$ cat src/rtl/ha_result_accumulator_if.sv
// Handshake bundle between the half-adder stage, the frame accumulator and the result sink.
interface ha_result_accumulator_if #(
   parameter int unsigned ACC_W = 4
);
   logic             IN_VALID;
   logic             IN_READY;
   logic             OUT;
   logic             CY;
   logic [ACC_W-1:0] SUM;
   logic             SUM_VALID;
   logic             SUM_READY;
   logic             FRAME_ERR;
   logic             OVF;

   modport master (
      output IN_VALID, OUT, CY, SUM_READY,
      input  IN_READY, SUM, SUM_VALID, FRAME_ERR, OVF
   );

   modport slave (
      input  IN_VALID, OUT, CY, SUM_READY,
      output IN_READY, SUM, SUM_VALID, FRAME_ERR, OVF
   );
endinterface

$ cat src/rtl/ha_result_accumulator.sv
// Accumulates {CY,OUT} half-adder samples over a fixed frame and presents a saturating
// total, an illegal-code flag and an overflow flag through a valid/ready result port.
module ha_result_accumulator #(
   parameter int unsigned FRAME_LEN = 8,
   parameter int unsigned ACC_W     = 4,
   parameter int unsigned CNT_W     = 4
) (
   input  logic                     CLK,
   input  logic                     RST_N,
   input  logic                     CLEAR,
   ha_result_accumulator_if.slave   bus
);

   localparam logic [0:0]       ST_ACCUM = 1'b0;
   localparam logic [0:0]       ST_HOLD  = 1'b1;
   localparam int unsigned      SUM_W    = ACC_W + 1;
   localparam logic [CNT_W-1:0] CNT_LAST = CNT_W'(FRAME_LEN - 1);
   localparam logic [ACC_W-1:0] ACC_MAX  = '1;

   logic [0:0]       state_q,     state_d;
   logic [ACC_W-1:0] acc_q,       acc_d;
   logic [CNT_W-1:0] cnt_q,       cnt_d;
   logic             err_q,       err_d;
   logic             ovf_q,       ovf_d;
   logic [ACC_W-1:0] sum_q,       sum_d;
   logic             frame_err_q, frame_err_d;
   logic             res_ovf_q,   res_ovf_d;

   logic             in_ready_c;
   logic             accept_c;
   logic [1:0]       code_c;
   logic [SUM_W-1:0] sample_v_c;
   logic [SUM_W-1:0] acc_ext_c;
   logic [ACC_W-1:0] acc_sat_c;
   logic             err_upd_c;
   logic             ovf_upd_c;

   // Sample decode and saturating add; code 11 contributes nothing but marks the frame.
   always_comb begin
      in_ready_c = RST_N && (state_q == ST_ACCUM);
      accept_c   = bus.IN_VALID && in_ready_c;
      code_c     = {bus.CY, bus.OUT};
      sample_v_c = (code_c == 2'b11) ? '0 : SUM_W'(code_c);
      acc_ext_c  = SUM_W'(acc_q) + sample_v_c;
      acc_sat_c  = acc_ext_c[ACC_W] ? ACC_MAX : acc_ext_c[ACC_W-1:0];
      err_upd_c  = err_q | (code_c == 2'b11);
      ovf_upd_c  = ovf_q | acc_ext_c[ACC_W];
   end

   // Next-state logic; CLEAR outranks both accept and the result handshake.
   always_comb begin
      state_d     = state_q;
      acc_d       = acc_q;
      cnt_d       = cnt_q;
      err_d       = err_q;
      ovf_d       = ovf_q;
      sum_d       = sum_q;
      frame_err_d = frame_err_q;
      res_ovf_d   = res_ovf_q;

      if (CLEAR) begin
         state_d = ST_ACCUM;
         acc_d   = '0;
         cnt_d   = '0;
         err_d   = 1'b0;
         ovf_d   = 1'b0;
      end else begin
         case (state_q)
            ST_ACCUM: begin
               if (accept_c) begin
                  acc_d = acc_sat_c;
                  err_d = err_upd_c;
                  ovf_d = ovf_upd_c;
                  if (cnt_q == CNT_LAST) begin
                     state_d     = ST_HOLD;
                     cnt_d       = '0;
                     sum_d       = acc_sat_c;
                     frame_err_d = err_upd_c;
                     res_ovf_d   = ovf_upd_c;
                  end else begin
                     cnt_d = cnt_q + CNT_W'(1);
                  end
               end
            end
            ST_HOLD: begin
               if (bus.SUM_READY) begin
                  state_d = ST_ACCUM;
                  acc_d   = '0;
                  cnt_d   = '0;
                  err_d   = 1'b0;
                  ovf_d   = 1'b0;
               end
            end
            default: begin
               state_d = ST_ACCUM;
            end
         endcase
      end
   end

   always_ff @(posedge CLK) begin
      if (!RST_N) begin
         state_q     <= ST_ACCUM;
         acc_q       <= '0;
         cnt_q       <= '0;
         err_q       <= 1'b0;
         ovf_q       <= 1'b0;
         sum_q       <= '0;
         frame_err_q <= 1'b0;
         res_ovf_q   <= 1'b0;
      end else begin
         state_q     <= state_d;
         acc_q       <= acc_d;
         cnt_q       <= cnt_d;
         err_q       <= err_d;
         ovf_q       <= ovf_d;
         sum_q       <= sum_d;
         frame_err_q <= frame_err_d;
         res_ovf_q   <= res_ovf_d;
      end
   end

   // IN_READY must drop combinationally while reset is held.
   assign bus.IN_READY  = in_ready_c;
   assign bus.SUM_VALID = (state_q == ST_HOLD);
   assign bus.SUM       = sum_q;
   assign bus.FRAME_ERR = frame_err_q;
   assign bus.OVF       = res_ovf_q;

endmodule

$ cat src/flat_wrapper.sv
// flat-port wrapper written by rule: the top's interface ports become plain ports
module ha_result_accumulator_flat 
#(
   parameter int unsigned FRAME_LEN = 8,
   parameter int unsigned ACC_W     = 4,
   parameter int unsigned CNT_W     = 4
)
  (CLK, RST_N, CLEAR, bus_IN_VALID, bus_OUT, bus_CY, bus_SUM_READY, bus_IN_READY, bus_SUM, bus_SUM_VALID, bus_FRAME_ERR, bus_OVF);
  ha_result_accumulator_if #(.ACC_W(ACC_W)) bus_i ();
  input  logic CLK;
  input  logic RST_N;
  input  logic CLEAR;
  input wire logic [$bits(bus_i.IN_VALID)-1:0] bus_IN_VALID;
  input wire logic [$bits(bus_i.OUT)-1:0] bus_OUT;
  input wire logic [$bits(bus_i.CY)-1:0] bus_CY;
  input wire logic [$bits(bus_i.SUM_READY)-1:0] bus_SUM_READY;
  output wire logic [$bits(bus_i.IN_READY)-1:0] bus_IN_READY;
  output wire logic [$bits(bus_i.SUM)-1:0] bus_SUM;
  output wire logic [$bits(bus_i.SUM_VALID)-1:0] bus_SUM_VALID;
  output wire logic [$bits(bus_i.FRAME_ERR)-1:0] bus_FRAME_ERR;
  output wire logic [$bits(bus_i.OVF)-1:0] bus_OVF;
  assign bus_i.IN_VALID = bus_IN_VALID;
  assign bus_i.OUT = bus_OUT;
  assign bus_i.CY = bus_CY;
  assign bus_i.SUM_READY = bus_SUM_READY;
  assign bus_IN_READY = bus_i.IN_READY;
  assign bus_SUM = bus_i.SUM;
  assign bus_SUM_VALID = bus_i.SUM_VALID;
  assign bus_FRAME_ERR = bus_i.FRAME_ERR;
  assign bus_OVF = bus_i.OVF;
  ha_result_accumulator #(.FRAME_LEN(FRAME_LEN), .ACC_W(ACC_W), .CNT_W(CNT_W)) u_core (.CLK(CLK), .RST_N(RST_N), .CLEAR(CLEAR), .bus(bus_i));
endmodule
$ cat config.mk
export PLATFORM = sky130hd
export DESIGN_NAME = ha_result_accumulator_flat
export DESIGN_NICKNAME = d
export VERILOG_FILES = /design/src/rtl/ha_result_accumulator_if.sv /design/src/rtl/ha_result_accumulator.sv /design/src/flat_wrapper.sv
export SDC_FILE = /design/constraint.sdc
export NUM_CORES = 1
export LEC_CHECK = 0
export CAP_MARGIN = 25
export CORE_MARGIN = 10
export CORE_UTILIZATION = 45
export CTS_BUF_LIST = sky130_fd_sc_hd__clkbuf_4 sky130_fd_sc_hd__clkbuf_8
export CTS_CLUSTER_DIAMETER = 40
export CTS_CLUSTER_SIZE = 8
export DETAILED_ROUTE_END_ITERATION = 7
export DONT_BUFFER_PORTS = 1
export PLACE_DENSITY_LB_ADDON = 0.1
export SLEW_MARGIN = 20
export SYNTH_ARGS = -nofsm -noshare
export SYNTH_HDL_FRONTEND = slang
export SYNTH_SLANG_ARGS = --single-unit
$ cat constraint.sdc
create_clock -name CLK -period 2.2 [get_ports CLK]
set_input_delay 0.66 -clock CLK [delete_from_list [all_inputs] [get_ports CLK]]
set_output_delay 0.66 -clock CLK [all_outputs]
set_load 0.02 [all_outputs]
# Yosys cells after proc, flatten, opt, wreduce, memory -nomap -nowiden
# Cells that the tools add are included.
[totals]
latchBits = 0
regBits = 17
input_bits = 7
word_cells = 41
mem_bits_ro = 0
ramBits = 0
memories = 0
out_inout_bits = 8
[classes]
n_mux = 17
add_sub_neg = 2
div = 0
n_bitwise = 5
reduce_logical = 5
n_eq_ne = 4
mul = 0
magnitude_cmp = 0
shift = 0
[ops]
columns = ["cell", "count"]
rows = [
  ["2-to-1 mux 4 bit", 5],
  ["case mux 4 bit (2 select lines)", 2],
  ["2-to-1 mux 1 bit", 6],
  ["case mux 1 bit (2 select lines)", 3],
  ["adder 4 x 5 -> 5 bit", 1],
  ["adder 4 x 1 -> 4 bit, second input constant", 1],
  ["== test 4 x 3 -> 1 bit, second input constant", 1],
  ["AND reduction 4 bit", 1],
  ["NOT 1 bit", 3],
  ["== test 2 bit, second input constant", 1],
  ["logical AND 1 bit", 2],
  ["2-to-1 mux 2 bit", 1],
  ["!= test 2 x 1 -> 1 bit, second input constant", 1],
  ["!= test 2 bit, second input constant", 1],
  ["OR 1 bit", 2],
  ["AND reduction 2 bit", 1],
  ["OR reduction 2 bit", 1],
]

# Depth between registers and ports, before layout
[depth]
depth_word = 6
depth_mapped = 8
depth_no_buf = 8

# Least setup slack after synthesis
# Ideal clock, no wire load.
[synth_path]
path_type = "input to register"
start = "input bus_OUT"
end = "register u_core.acc_q[3]"
slack_ps = 212
path_buffers = 0
setup_ps = 71
cell_stages = 8
arrival_ps = 1917
cell_sequence = "nor2b_1 > ha_1 > inv_1 > fa_1 > nand3_1 > nor2_1 > or3_1 > a21oi_1"
[synth_between]
elab_chain_len = 6
[synth_lines]
columns = ["item", "line", "rtl"]
rows = [
  ["from (decl)", "flat_wrapper.sv:14", "input wire logic [$bits(bus_i.OUT)-1:0] bus_OUT;"],
  ["== test 2 bit", "ha_result_accumulator.sv:43", "sample_v_c = (code_c == 2'b11) ? '0 : SUM_W'(code_c);"],
  ["2-to-1 mux 2 bit *", "ha_result_accumulator.sv:43", ""],
  ["adder 4 x 5 -> 5 bit *", "ha_result_accumulator.sv:44", "acc_ext_c = SUM_W'(acc_q) + sample_v_c;"],
  ["2-to-1 mux 4 bit *", "ha_result_accumulator.sv:45", "acc_sat_c = acc_ext_c[ACC_W] ? ACC_MAX : acc_ext_c[ACC_W-1:0];"],
  ["2-to-1 mux 4 bit *", "ha_result_accumulator.sv:70", "if (accept_c) begin"],
  ["case mux 4 bit (2 select lines) *", "ha_result_accumulator.sv:68", "case (state_q)"],
  ["to (signal assigned)", "ha_result_accumulator.sv:104", "acc_q <= '0;"],
  ["to (signal assigned)", "ha_result_accumulator.sv:113", "acc_q <= acc_d;"],
  ["to (decl)", "ha_result_accumulator.sv:21", "logic [ACC_W-1:0] acc_q, acc_d;"],
]
# Every way passes the cells marked *; elsewhere a longest branch is shown, timed or not. The select of a mux whose other input is x is not followed.
# A chain may end at the register's enable or synchronous reset.

# Final worst setup path
[layout_path]
start = "input bus_OUT"
end = "register u_core.acc_q[1]"
# Same word-level chain as after synthesis.

==> flow_metrics.env <==
export IMPL_slew_viol_final=0
export IMPL_ant_nets=0
export IMPL_place_congestion=0.7427
export IMPL_clkSinkCount=17
export IMPL_grt_overflow=0
export IMPL_cp_required_ns=2.44
export IMPL_clk_pin_slew_ns=0.11
export IMPL_cts_buffers=3
export IMPL_nets=110
export IMPL_syn_area_um2=838.3
export IMPL_antenna_found_initial=0
export IMPL_rows=15
export IMPL_clock_latency_ns=0.29
export IMPL_yosys_cell_types_count=30
export IMPL_hold_depth=1
export IMPL_die_h_um=63.16
export IMPL_cp_max_fo=6
export IMPL_tightest_slew_ns=0.4502
export IMPL_clockRootBuffer="clkbuf_4"
export IMPL_nFillCells=168
export IMPL_fin_util_pct=50.47
export IMPL_initial_core_util_pct=48.03
export IMPL_cts_tree="yes"
export IMPL_setup_viol=0
export IMPL_num_antenna_cells=0
export IMPL_min_path_type="input pin to flop"
export IMPL_cts_max_level=1
export IMPL_syn_avg_cell_area_um2=8.642
export IMPL_synth_warnings=0
export IMPL_grt_usage_pct=8.879
export IMPL_max_stage_delay_ns=0.41
export IMPL_critPathCaptureType="flop"
export IMPL_ys_seq_area_share_pct=40.60
export IMPL_path_class="input pin to flop"
export IMPL_clock_fmax_ghz=0.5504
export IMPL_cts_max_path_buffers=2
export IMPL_dpl_hpwl_mm=1.247
export IMPL_io_pins=15
export IMPL_grt_max_degree=15
export IMPL_synth_cells=97
export IMPL_wirelength_mm=1.711
export IMPL_cp_cell_sequence="nor2b_1 -> ha_1 -> inv_1 -> fa_1 -> nand3b_1 -> a21oi_1 -> a31oi_1 -> nor2_1"
export IMPL_postSynth_asyncResetShare_pct=0
export IMPL_cts_hold_buf=0
export IMPL_fin_cells=123
export IMPL_dp_cells=119
export IMPL_finalCriticalPeriod_ns=1.817
export IMPL_syn_nets=108
export IMPL_vias=654
export IMPL_synth_edf_count=0
export IMPL_worst_setup_path_start_kind="input pin"
export IMPL_die_w_um=63.16
export IMPL_drive_gt1_share_pct=8.163
export IMPL_finalInstanceArea_um2=880.8
export IMPL_peakVddDrop_v=0.0004223
export IMPL_ff2ff_path_depth=7
export IMPL_via_per_inst=5.317
export IMPL_critPathArrivalTime_ns=2.05
export IMPL_core_um2=1745
export IMPL_syn2layout_area_growth_pct=5.075
export IMPL_post_cts_buffers=0
export IMPL_die_area_um2=3989
export IMPL_slowest_stage="fa_1"
export IMPL_post_drt_wl_per_cell_um=13.91
export IMPL_first_iter_violations=12
export IMPL_synth_ff_type="dfxtp_1"
export IMPL_hold_viol_final=0
export IMPL_synth_seq_cells=17
export IMPL_first_pass_iters=4
export IMPL_rsz0062_at_grt="false"
export IMPL_outcome="completed"
export IMPL_drv_cap=0
export IMPL_fin_skew_ns=0.003694
export IMPL_drc_errors=0
export IMPL_portBuffers=0
export IMPL_pwr_density_cell_nw_per_um2=577.9
export IMPL_p_leak_nw=0.3508
export IMPL_tns_ns=0
export IMPL_fin_crit_sh_pct=82.58
export IMPL_grt_pass1_wl_mm=2.946
export IMPL_slew_headroom_pct=69.99
export IMPL_place_area_um2=853.3
export IMPL_cts_repair_resized=0
export IMPL_grt_pass1_vias=624
-- registers in the layout, indices dropped and copies added, names as in the netlist --
register,cells
u_core.acc_q,4
u_core.bus.SUM,4
u_core.cnt_q,4
u_core.bus.FRAME_ERR,1
u_core.bus.OVF,1
u_core.bus.SUM_VALID,1
u_core.err_q,1
u_core.ovf_q,1
-- cells in the final DEF (no fill, tap or decap), types with 3 or more instances in the layout --
cell      instances
o211a_1           4
nor2b_1           4
inv_1             5
clkbuf_4          3
nand3_1           8
nand2_1           6
nand3b_1          3
dfxtp_1          17
a21oi_1          14
ha_1              3
nor2_1            9
-- cells by family (layout without fill, tap and decap cells) --
group	Yosys count	count (layout)	share of synthesized area (%)
buf+inv	10	11	5.521
flops	17	17	40.60
compound gates	25	25	18.51
fa+ha+maj	4	4	6.866
simple gates	40	40	27.31
mux	1	1	1.194
-- critical path, delay by kind of cell --
family / cells / cell delay [ns]
compound gates: 2 / 0.27
fa+ha+maj: 2 / 0.57
buf+inv: 1 / 0.05
simple gates: 3 / 0.49
-- cell type report --
type	instances	area [um2]	area share, %
multi-input combinational	70	451.7	51.28
sequential	17	340.3	38.64
tap	25	31.28	3.551
clock buffer	3	22.52	2.557
inverter	6	22.52	2.557
timing repair buffer	1	7.507	0.8523
clock inverter	1	5.005	0.5682
-- final timing paths --
kind / endpoint / from / slack, ns
setup / recovery: u_core.acc_q[1] / bus_OUT / 0.38
hold / removal: u_core.bus.OVF / RST_N / 0.48
hold reg to reg: u_core.cnt_q[1] / u_core.cnt_q[1] / 0.49
setup reg to reg: u_core.acc_q[1] / u_core.acc_q[0] / 0.49
-- cells in the mapped netlist (2+ instances only) --
master	number	area, um2
nand2b_1	2	12.51
nand2_1	6	22.52
o22ai_1	2	12.51
nor2_1	9	33.78
ha_1	3	37.54
buf_4	2	15.01
o211a_1	4	40.04
a31oi_1	2	12.51
dfxtp_1	17	340.3
inv_1	5	18.77
a21oi_1	14	70.07
nor2b_1	4	25.02
nand3b_1	3	22.52
nand3_1	8	40.04
-- report_power, final --
part | internal (mW) | switching (mW) | total (mW)
sequential | 0.309 | 0.00122 | 0.310
clock | 0.0677 | 0.105 | 0.172
combinational | 0.00935 | 0.0171 | 0.0264
total | 0.386 | 0.123 | 0.509
-- through the flow --
step                      setup slack (ns)  hold slack (ns)  power, mW
after floorplan                     0.2125           0.4455     0.3430
after global placement              0.1213           0.4600     0.3437
after detailed placement           0.08604           0.4724     0.3437
after CTS                           0.3881           0.4782     0.5114
after global routing                0.2535           0.4775     0.5253
final                               0.3832           0.4805     0.5090
-- per-layer routing --
layer | vias up | part of all wire (%) | global-route usage (%)
li1 | 341 | - | -
met1 | 296 | 50 | 11.52
met2 | 13 | 42 | 12.31
met3 | 4 | 7.1 | 4.594
met4 | 0 | 1.1 | 2.514
met5 | - | 0 | 0
(Power assumes the default switching activity.)
